## src/rtl/sqrt_req_arbiter.sv

```systemverilog
// Round-robin front end that shares a single square-root unit between N_REQ requesters,
// with negative-operand rejection and a watchdog that flushes a hung unit.
module sqrt_req_arbiter #(
   parameter int N_REQ   = 4,
   parameter int S_W     = 8,
   parameter int RES_W   = 16,
   parameter int TIMEOUT = 64
) (
   input  logic                     clk,
   input  logic                     rst,
   input  logic [N_REQ-1:0]         req_i,
   input  logic [N_REQ*S_W-1:0]     sig_i,
   output logic [N_REQ-1:0]         gnt_o,
   output logic                     busy_o,
   output logic                     sqrt_do_o,
   output logic [S_W-1:0]           sqrt_s_o,
   output logic                     sqrt_flush_o,
   input  logic                     sqrt_valid_i,
   input  logic [RES_W-1:0]         sqrt_res_i,
   output logic [N_REQ-1:0]         done_o,
   output logic [$clog2(N_REQ)-1:0] id_o,
   output logic [RES_W-1:0]         res_o,
   output logic                     err_o
);

   localparam int ID_W  = $clog2(N_REQ);
   localparam int CNT_W = $clog2(TIMEOUT + 1);
   localparam logic [CNT_W-1:0] CNT_LAST = CNT_W'(TIMEOUT - 1);

   typedef enum logic [1:0] {IDLE, ISSUE, WAIT, REJECT} state_t;

   state_t             state_q;
   logic [ID_W-1:0]    rr_ptr_q;
   logic [ID_W-1:0]    id_q;
   logic [S_W-1:0]     op_q;
   logic [CNT_W-1:0]   cnt_q;
   logic               do_q;
   logic               flush_q;
   logic [N_REQ-1:0]   done_q;
   logic [ID_W-1:0]    out_id_q;
   logic [RES_W-1:0]   res_q;
   logic               err_q;

   logic [N_REQ-1:0]   gnt_d;
   logic [ID_W-1:0]    gnt_id_d;
   logic               gnt_any_d;
   logic [S_W-1:0]     gnt_sig_d;

   function automatic logic [ID_W-1:0] wrap_add(input logic [ID_W-1:0] base, input int off);
      int s;
      s = int'(base) + off;
      if (s >= N_REQ) s = s - N_REQ;
      return s[ID_W-1:0];
   endfunction

   function automatic logic [N_REQ-1:0] onehot(input logic [ID_W-1:0] idx);
      logic [N_REQ-1:0] v;
      v      = '0;
      v[idx] = 1'b1;
      return v;
   endfunction

   // First requester at or after rr_ptr (with wrap) wins; only offered while idle.
   always_comb begin
      gnt_d     = '0;
      gnt_id_d  = '0;
      gnt_any_d = 1'b0;
      if (state_q == IDLE && !rst) begin
         for (int i = 0; i < N_REQ; i++) begin
            if (!gnt_any_d && req_i[wrap_add(rr_ptr_q, i)]) begin
               gnt_any_d = 1'b1;
               gnt_id_d  = wrap_add(rr_ptr_q, i);
            end
         end
         if (gnt_any_d) gnt_d = onehot(gnt_id_d);
      end
   end

   assign gnt_sig_d = sig_i[gnt_id_d*S_W +: S_W];

   always_ff @(posedge clk) begin
      if (rst) begin
         state_q  <= IDLE;
         rr_ptr_q <= '0;
         id_q     <= '0;
         op_q     <= '0;
         cnt_q    <= '0;
         do_q     <= 1'b0;
         flush_q  <= 1'b0;
         done_q   <= '0;
         out_id_q <= '0;
         res_q    <= '0;
         err_q    <= 1'b0;
      end else begin
         do_q     <= 1'b0;
         flush_q  <= 1'b0;
         done_q   <= '0;
         out_id_q <= '0;
         res_q    <= '0;
         err_q    <= 1'b0;
         case (state_q)
            IDLE: begin
               if (gnt_any_d) begin
                  op_q <= gnt_sig_d;
                  id_q <= gnt_id_d;
                  if (gnt_sig_d[S_W-1]) begin
                     state_q <= REJECT;
                  end else begin
                     state_q <= ISSUE;
                     do_q    <= 1'b1;
                  end
               end
            end
            ISSUE: begin
               state_q <= WAIT;
               cnt_q   <= '0;
            end
            WAIT: begin
               // A valid arriving on the last allowed cycle still counts as success.
               if (sqrt_valid_i) begin
                  state_q  <= IDLE;
                  done_q   <= onehot(id_q);
                  out_id_q <= id_q;
                  res_q    <= sqrt_res_i;
                  rr_ptr_q <= wrap_add(id_q, 1);
               end else if (cnt_q == CNT_LAST) begin
                  state_q  <= IDLE;
                  done_q   <= onehot(id_q);
                  out_id_q <= id_q;
                  err_q    <= 1'b1;
                  flush_q  <= 1'b1;
                  rr_ptr_q <= wrap_add(id_q, 1);
               end else begin
                  cnt_q <= cnt_q + CNT_W'(1);
               end
            end
            REJECT: begin
               state_q  <= IDLE;
               done_q   <= onehot(id_q);
               out_id_q <= id_q;
               err_q    <= 1'b1;
               rr_ptr_q <= wrap_add(id_q, 1);
            end
            default: state_q <= IDLE;
         endcase
      end
   end

   assign gnt_o        = gnt_d;
   assign busy_o       = (state_q != IDLE);
   assign sqrt_do_o    = do_q;
   assign sqrt_s_o     = op_q;
   assign sqrt_flush_o = flush_q | rst;
   assign done_o       = done_q;
   assign id_o         = out_id_q;
   assign res_o        = res_q;
   assign err_o        = err_q;

endmodule
```

## config.mk

```make
export PLATFORM = sky130hd
export DESIGN_NAME = sqrt_req_arbiter
export DESIGN_NICKNAME = d
export VERILOG_FILES = /design/src/rtl/sqrt_req_arbiter.sv
export SDC_FILE = /design/constraint.sdc
export NUM_CORES = 1
export LEC_CHECK = 0
export CAP_MARGIN = 30
export CORE_MARGIN = 1
export CORE_UTILIZATION = 30
export DETAILED_ROUTE_END_ITERATION = 8
export PLACE_DENSITY_LB_ADDON = 0.12
export SLEW_MARGIN = 20
export SYNTH_ARGS = -nofsm -noshare
export SYNTH_HDL_FRONTEND = slang
export SYNTH_SLANG_ARGS = --single-unit
```

## constraint.sdc

```tcl
create_clock -name clk -period 2.7 [get_ports clk]
set_input_delay 0.27 -clock clk [delete_from_list [all_inputs] [get_ports clk]]
set_output_delay 0.27 -clock clk [all_outputs]
set_load 0.03 [all_outputs]
```

==> qor_table.md, run 1 <==
| Parameter | This run | Unit |
|:---|:---|:---|
| Die Area | 6841 | um2 |
| Final standard cell area without fillers | 3083 | um2 |
| Total vias in the final route | 1,732 | - |
| Worst R2R Setup Slack | 0.79 | ns |
| Type of the worst setup path | in -> out | - |
| Clock tree sinks | 46 | - |
| Cell with the largest stage delay on the worst path | sky130_fd_sc_hd__clkdlybuf4s50_1 | - |
| Async set-or-reset flop fraction in the synthesized netlist | 0 | % |
| Post-synthesis to final-layout area growth | 57.75 | % |
| Count of final max-slew check failures | 0 | - |
| Drt first-iter violations | 56 | - |
| Share of the cycle needed by the critical path after routing | 84.88 | % |
| IO Port Bufs | 92 | - |
| Static leakage power | 1.231 | nW |
| WP data arrival | 2.02 | ns |
| Placeable core region | 6314 | um2 |
| Cell mode on critical path | sky130_fd_sc_hd__buf_4 | - |
| Data required time of the worst path | 2.43 | ns |
| Biggest cell delay along the critical path | 0.48 | ns |
| Count of final hold-check violations | 0 | - |
| Net count of the finished layout | 354 | - |
| Number of search-and-repair iterations in the first detailed-routing pass | 4 | - |
| Die height | 82.71 | um |
| Clk_lat worst skew | 0.29 | ns |
| Number of cell rows | 29 | - |
| Min-delay worst type | reg -> reg | - |
| Crit start category | input pin | - |
| CTS-repair resized insts | 0 | - |
| Die Width | 82.71 | um |
| Count of inserted antenna diode cells | 0 | - |
| Global-route wire length before repair | 7265 | um |
| Period minus WS final | 2.292 | ns |
| Number of CTS-inserted buffers | 5 | - |
| Launch instance of the worst min-delay path | cnt_q[1]$_SDFFE_PP0P_ | - |
| Number of enable-type register cells in the synthesized netlist | 0 | - |
| Post-Synthesis Net Count | 254 | - |
| Fraction of the yosys area taken by sequential cells | 47.12 | % |
| GRT Residual Overflow | 0 | - |
| Max Buffers Root-to-Sink | 2 | - |
| Power per Cell Area | 604.7 | nW/um2 |
| Vias in the first global route | 1,586 | - |
| CTS Hold Bufs | 0 | - |
| Clk pin slew, worst setup/hold paths | 0.09 | ns |
| Fraction of layout cells with a size suffix above 1 | 8.475 | % |
| # H-tree levels | 2 | - |
| Final Routed Wirelength | 4661 | um |
| Worst hold path depth | 2 | - |
| CP delay by family, top | buffers and inverters | - |
| Primary flip-flop cell chosen by synthesis mapping | sky130_fd_sc_hd__dfxtp_1 | - |
| Number of ports placed on the die boundary | 93 | - |
| Antenna violations before repair | 0 | - |
| Ranking of synthesized cells by area | sky130_fd_sc_hd__dfxtp_1 47%, sky130_fd_sc_hd__mux2i_1 9.7%, sky130_fd_sc_hd__and2_1 7.7% | - |
| Number of distinct library cells after synthesis | 40 | - |
| Number of synthesis warnings | 0 | - |
| Post-synth design cell area | 1954 | um2 |
| Flip-flop and latch count after synthesis | 46 | - |
| Most used standard cells in the synthesized netlist | 46 x sky130_fd_sc_hd__dfxtp_1, 24 x sky130_fd_sc_hd__and2_1, 19 x sky130_fd_sc_hd__mux2i_1 | - |
| Worst Max-Slew Pin Slew | 0.4451 | ns |
| Placed cell area | 2973 | um2 |
| Per-cell routed wire length | 12.53 | um |
| Top achievable clock speed | 0.4364 | GHz |
| Startpoint of the lowest-slack register-to-register path | rr_ptr_q[1]$_SDFFE_PP0P_ | - |
| Critical path endpoint category | output port | - |
| End point of the worst hold path | cnt_q[1]$_SDFFE_PP0P_ | - |
| Setup repair after global routing missed its margin | false | - |
| Logic depth of the worst register-to-register path | 6 | - |
| Residual DRC | 0 | - |
| Endpoint of the worst-slack reg-to-reg timing path | sqrt_s_o[6]$_SDFFE_PP0P_ | - |
| Crit Path Max Fanout | 8 | - |
| Peak ir drop on the vdd network | 0.0003887 | V |
| Library cell occupying the most area in the post-synthesis netlist | sky130_fd_sc_hd__dfxtp_1 | - |
| Starting utilization of the core area | 30.96 | % |
| Cell at the root of the clock tree | sky130_fd_sc_hd__clkbuf_8 | - |
| Pin count of the biggest net entering global routing | 24 | - |
| Gate Count Post-Synth | 194 | - |
| Most used standard cell by instance count after synthesis | sky130_fd_sc_hd__dfxtp_1 | - |
| Half-perimeter wire length of the detailed placement result | 3608 | um |
| Layout Skew | 0.007352 | ns |
| Total of endpoints with negative setup slack in the final report | 0 | - |
| Synthesized area per cell | 10.07 | um2 |
| Total routing usage reported by global routing | 14.20 | % |
| Sum of negative setup slack | 0 | ns |
| Critical path buffers and inverters | 3 | - |
| Number of max-cap violations | 0 | - |
| Number of buffers added for setup after CTS | 0 | - |
| Detail Route Antenna Nets | 0 | - |
| CTS tree | yes | - |
| Status | complete, no violations | - |
| CP cell instances | clkdlybuf4s50_1 -> nor2b_1 -> a311oi_2 -> or2_1 -> buf_4 -> nor2_1 -> buf_4 | - |
| Global placement routability congestion | 0.7143 | - |
| Post-DR vias/cell | 4.656 | - |
| Proportion of netlist area held by the largest area contributor | 47.12 | % |
| Max transition margin | 70.27 | % |
-- metrics by stage --
stage / utilization [%] / setup slack (ns) / hold WS (ns) / total power, W / std cells
6_report: 48.83 / 0.4084 / 0.4966 / 0.001864 / 372
5_1_grt: 48.83 / 0.2777 / 0.5165 / 0.001970 / 372
4_1_cts: 48.83 / 0.3885 / 0.5041 / 0.001895 / 372
3_5_place_dp: 47.09 / 0.3813 / 0.4913 / 0.001379 / 364
3_3_place_gp: 47.09 / 0.4569 / 0.4804 / 0.001380 / 364
2_1_floorplan: - / 0.7846 / 0.3917 / 0.001124 / 194
-- cells by family after synthesis --
family	after synthesis	share of synthesized area [%]
simple gates	81	23.88
flops	46	47.12
compound gates	30	12.10
mux	19	9.731
buf+inv	11	3.073
fa+ha+maj	5	3.201
xor+xnor	2	0.8965
-- state kept, by name (all words and copies together), names as in the netlist, 2 cells and up --
name	flops
sqrt_s_o	8
done_o	4
cnt_q	7
res_o	16
rr_ptr_q	2
id_o	2
state_q	2
id_q	2
-- worst max path at each step --
stage | end | slack (ns) | start | cells past startpoint
final | gnt_o[2] | 0.41 | req_i[2] | 7
after floorplan | gnt_o[0] | 0.78 | rr_ptr_q[1]$_SDFFE_PP0P_ | 6
after global placement | gnt_o[2] | 0.46 | req_i[2] | 7
after detailed placement | sqrt_s_o[1]$_SDFFE_PP0P_ | 0.38 | req_i[0] | 7
after global routing | gnt_o[2] | 0.28 | req_i[0] | 7
after CTS | gnt_o[2] | 0.39 | req_i[2] | 7
-- final cells by class --
class,count,area (um2)
Fill cell,643,3231
Multi-Input combinational cell,137,973.4
Timing Repair Buffer,99,963.4
Sequential cell,46,920.9
Tap cell,77,96.34
Clock buffer,6,72.57
Clock inverter,2,37.54
Inverter,5,18.77
-- worst reg2reg max path, delay by kind of cell, from the launching register on --
kind	cells	cell delay, ns
flops	1	0.45
compound gates	2	0.46
buf+inv	1	0.26
simple gates	2	0.44
mux	1	0.20
-- cells in the final DEF (no fill, tap or decap), types with 2 or more instances in the layout --
master	n
sky130_fd_sc_hd__a21oi_1	7
sky130_fd_sc_hd__and2_1	24
sky130_fd_sc_hd__buf_4	11
sky130_fd_sc_hd__clkbuf_8	5
sky130_fd_sc_hd__clkdlybuf4s50_1	88
sky130_fd_sc_hd__dfxtp_1	46
sky130_fd_sc_hd__ha_1	5
sky130_fd_sc_hd__inv_1	5
sky130_fd_sc_hd__mux2i_1	19
sky130_fd_sc_hd__nand2_1	7
sky130_fd_sc_hd__nand2b_1	4
sky130_fd_sc_hd__nand3_1	2
sky130_fd_sc_hd__nand3b_1	9
sky130_fd_sc_hd__nor2_1	14
sky130_fd_sc_hd__nor2b_1	4
sky130_fd_sc_hd__nor3_1	5
sky130_fd_sc_hd__nor4_1	2
sky130_fd_sc_hd__o21ai_1	3
sky130_fd_sc_hd__o221ai_1	8
sky130_fd_sc_hd__o31ai_1	2
sky130_fd_sc_hd__or2_2	2
sky130_fd_sc_hd__xor2_1	2
-- routing by layer --
layer	track usage [%]	part of all wire, %	vias to the layer above	routed length, um
met5	0	0	-	0
met4	4.655	0.82	0	38
met3	5.934	7.0	4	327
met2	20.82	45	47	2094
met1	18.65	47	795	2199
li1	-	-	886	-
-- report_power, final --
part | switching, W | internal, W | total, W
combinational | 0.000297 | 0.000278 | 0.000574
sequential | 0.0000418 | 0.000743 | 0.000785
clock | 0.000229 | 0.000276 | 0.000505
(Power assumes the default switching activity.)
==> run 2: changes to the inputs <==
Clock period 2.7 ns to 1.88 ns, I/O delays scaled along.
==> run 2 against run 1 <==
Against the previous run: worst hold slack lost 0.050 ns; routed wire length increased by 3.0%; global-route usage up 0.27 points; cell count is 5.4% higher; die area stayed put; clock power up 50%; setup slack worse by 0.34 ns; first-iteration DRC count down 25%; highest routed layer unchanged.
==> qor_table.md, run 2 (synthesized netlist as in run 1, its figures left out) <==
| Parameter | This run | Unit |
|:---|:---|:---|
| Status | complete, no violations | - |
| Global placement routability congestion | 0.7102 | - |
| Critical path endpoint category | output port | - |
| Number of search-and-repair iterations in the first detailed-routing pass | 4 | - |
| Final Routed Wirelength | 4799 | um |
| WP data arrival | 1.62 | ns |
| Peak ir drop on the vdd network | 0.0004831 | V |
| Per-cell routed wire length | 12.24 | um |
| Count of final hold-check violations | 0 | - |
| Post-DR vias/cell | 4.554 | - |
| Count of final max-slew check failures | 0 | - |
| Vias in the first global route | 1,658 | - |
| Die height | 82.71 | um |
| Total routing usage reported by global routing | 14.47 | % |
| Detail Route Antenna Nets | 0 | - |
| Number of CTS-inserted buffers | 5 | - |
| Type of the worst setup path | reg -> out | - |
| IO Port Bufs | 92 | - |
| Net count of the finished layout | 375 | - |
| Total vias in the final route | 1,785 | - |
| Static leakage power | 1.378 | nW |
| Number of ports placed on the die boundary | 93 | - |
| Clock tree sinks | 46 | - |
| Clk pin slew, worst setup/hold paths | 0.09 | ns |
| Number of cell rows | 29 | - |
| # H-tree levels | 2 | - |
| Half-perimeter wire length of the detailed placement result | 3687 | um |
| Starting utilization of the core area | 30.96 | % |
| Power per Cell Area | 847.0 | nW/um2 |
| Drt first-iter violations | 42 | - |
| Top achievable clock speed | 0.5534 | GHz |
| Max Buffers Root-to-Sink | 2 | - |
| End point of the worst hold path | res_o[13]$_SDFF_PP0_ | - |
| GRT Residual Overflow | 0 | - |
| Total of endpoints with negative setup slack in the final report | 0 | - |
| Count of inserted antenna diode cells | 0 | - |
| Clk_lat worst skew | 0.29 | ns |
| Period minus WS final | 1.807 | ns |
| Pin count of the biggest net entering global routing | 17 | - |
| Layout Skew | 0.005553 | ns |
| Share of the cycle needed by the critical path after routing | 96.11 | % |
| Die Area | 6841 | um2 |
| Worst Max-Slew Pin Slew | 0.5018 | ns |
| Endpoint of the worst-slack reg-to-reg timing path | sqrt_s_o[3]$_SDFFE_PP0P_ | - |
| Largest register FFs | 16 | - |
| Number of max-cap violations | 0 | - |
| Most frequent standard cell in the layout excluding fill and tap cells | sky130_fd_sc_hd__clkdlybuf4s50_1 | - |
| Die Width | 82.71 | um |
| Crit Path Max Fanout | 5 | - |
| Cell at the root of the clock tree | sky130_fd_sc_hd__clkbuf_8 | - |
| Logic depth of the worst register-to-register path | 7 | - |
| Max transition margin | 66.48 | % |
| Launch instance of the worst min-delay path | sqrt_res_i[13] | - |
| Core utilization of the finished layout | 52.28 | % |
| Crit start category | register | - |
| Data required time of the worst path | 1.69 | ns |
| Commonest cells after routing, fill and taps aside | 84 x sky130_fd_sc_hd__clkdlybuf4s50_1, 45 x sky130_fd_sc_hd__dfxtp_1, 30 x sky130_fd_sc_hd__buf_4, 24 x sky130_fd_sc_hd__and2_1, 19 x sky130_fd_sc_hd__mux2i_1 | - |
| CTS tree | yes | - |
| Placeable core region | 6314 | um2 |
| Global-route wire length before repair | 7396 | um |
| Startpoint of the lowest-slack register-to-register path | rr_ptr_q[1]$_SDFFE_PP0P_ | - |
| Fraction of layout cells with a size suffix above 1 | 17.78 | % |
| Min-delay worst type | in -> reg | - |
| Number of filler instances in the final layout | 630 | - |
| Antenna violations before repair | 0 | - |
| Worst R2R Setup Slack | 0.18 | ns |
| Residual DRC | 0 | - |
| CTS Hold Bufs | 0 | - |
| Worst hold path depth | 2 | - |
| Placed cell area | 3113 | um2 |
| Post-synthesis to final-layout area growth | 68.89 | % |
| Final standard cell area without fillers | 3301 | um2 |
==> run 2: cell types whose count changed in the layout (fill, tap and decap cells not counted), moves of 2 or more <==
cell                              before  now
sky130_fd_sc_hd__buf_4                11   30
sky130_fd_sc_hd__clkdlybuf4s50_1      88   84
sky130_fd_sc_hd__dlymetal6s2s_1        0    3
sky130_fd_sc_hd__nor2_1               14   12
sky130_fd_sc_hd__nor2_2                0    2
==> run 2: what timing repair did <==
item | CTS | global route
endpoints found under the setup margin | 4 | 10
setup buffers | 4 | 0
resized for setup | 4 | 12
pin swaps | 3 | 5
==> run 2: routing by layer <==
metal	track usage, %	wire, um	vias to the layer above
met5	0	0	-
met4	5.690	53	0
met3	5.714	371	4
met2	20.49	2088	49
met1	19.42	2286	807
li1	-	-	925
==> run 2: power by group <==
part / total [W] / switching [W] / internal, W
sequential: 0.00112 / 0.0000583 / 0.00107
clock: 0.000756 / 0.000330 / 0.000426
combinational: 0.000915 / 0.000449 / 0.000466
total: 0.00280 / 0.000837 / 0.00196
==> run 2: how the worst max path moves through the flow <==
stage | from | slack [ns] | to
after floorplan | rr_ptr_q[1]$_SDFFE_PP0P_ | 0.05 | gnt_o[0]
after global placement | req_i[0] | -0.09 | gnt_o[0]
after detailed placement | req_i[0] | -0.14 | gnt_o[0]
after CTS | rr_ptr_q[1]$_SDFFE_PP0P_ | 0.002 | gnt_o[1]
after global routing | rst | -0.02 | gnt_o[0]
final | rr_ptr_q[1]$_SDFFE_PP0P_ | 0.07 | gnt_o[1]
==> run 2: cell type report <==
cell class	count	area [um2]	area share [%]
Inverter	5	18.77	0.5686
Timing Repair Buffer	120	1144	34.65
Sequential cell	46	924.6	28.01
Clock buffer	6	82.58	2.502
Multi-Input combinational cell	137	1005	30.44
Tap cell	77	96.34	2.919
Clock inverter	1	30.03	0.9098
==> run 2: through the flow <==
stage | std cells | setup slack [ns] | hold slack, ns | power, W | setup TNS, ns
after floorplan | 194 | 0.04664 | 0.3097 | 0.001614 | 0
after global placement | 381 | -0.08542 | 0.4836 | 0.002035 | -0.4351
after detailed placement | 381 | -0.1430 | 0.4833 | 0.002036 | -1.222
after CTS | 392 | 0.001632 | 0.4382 | 0.002807 | 0
after global routing | 392 | -0.01997 | 0.4369 | 0.002945 | -0.03985
final | 392 | 0.07312 | 0.4461 | 0.002796 | 0
==> run 2: worst max-delay path: stages, from the launching register on <==
cell	delay [ns]
sky130_fd_sc_hd__dfxtp_4	0.38
sky130_fd_sc_hd__nand2_2	0.06
sky130_fd_sc_hd__a311oi_2	0.27
sky130_fd_sc_hd__or2_4	0.19
sky130_fd_sc_hd__buf_4	0.10
sky130_fd_sc_hd__and3_1	0.17
sky130_fd_sc_hd__buf_6	0.14
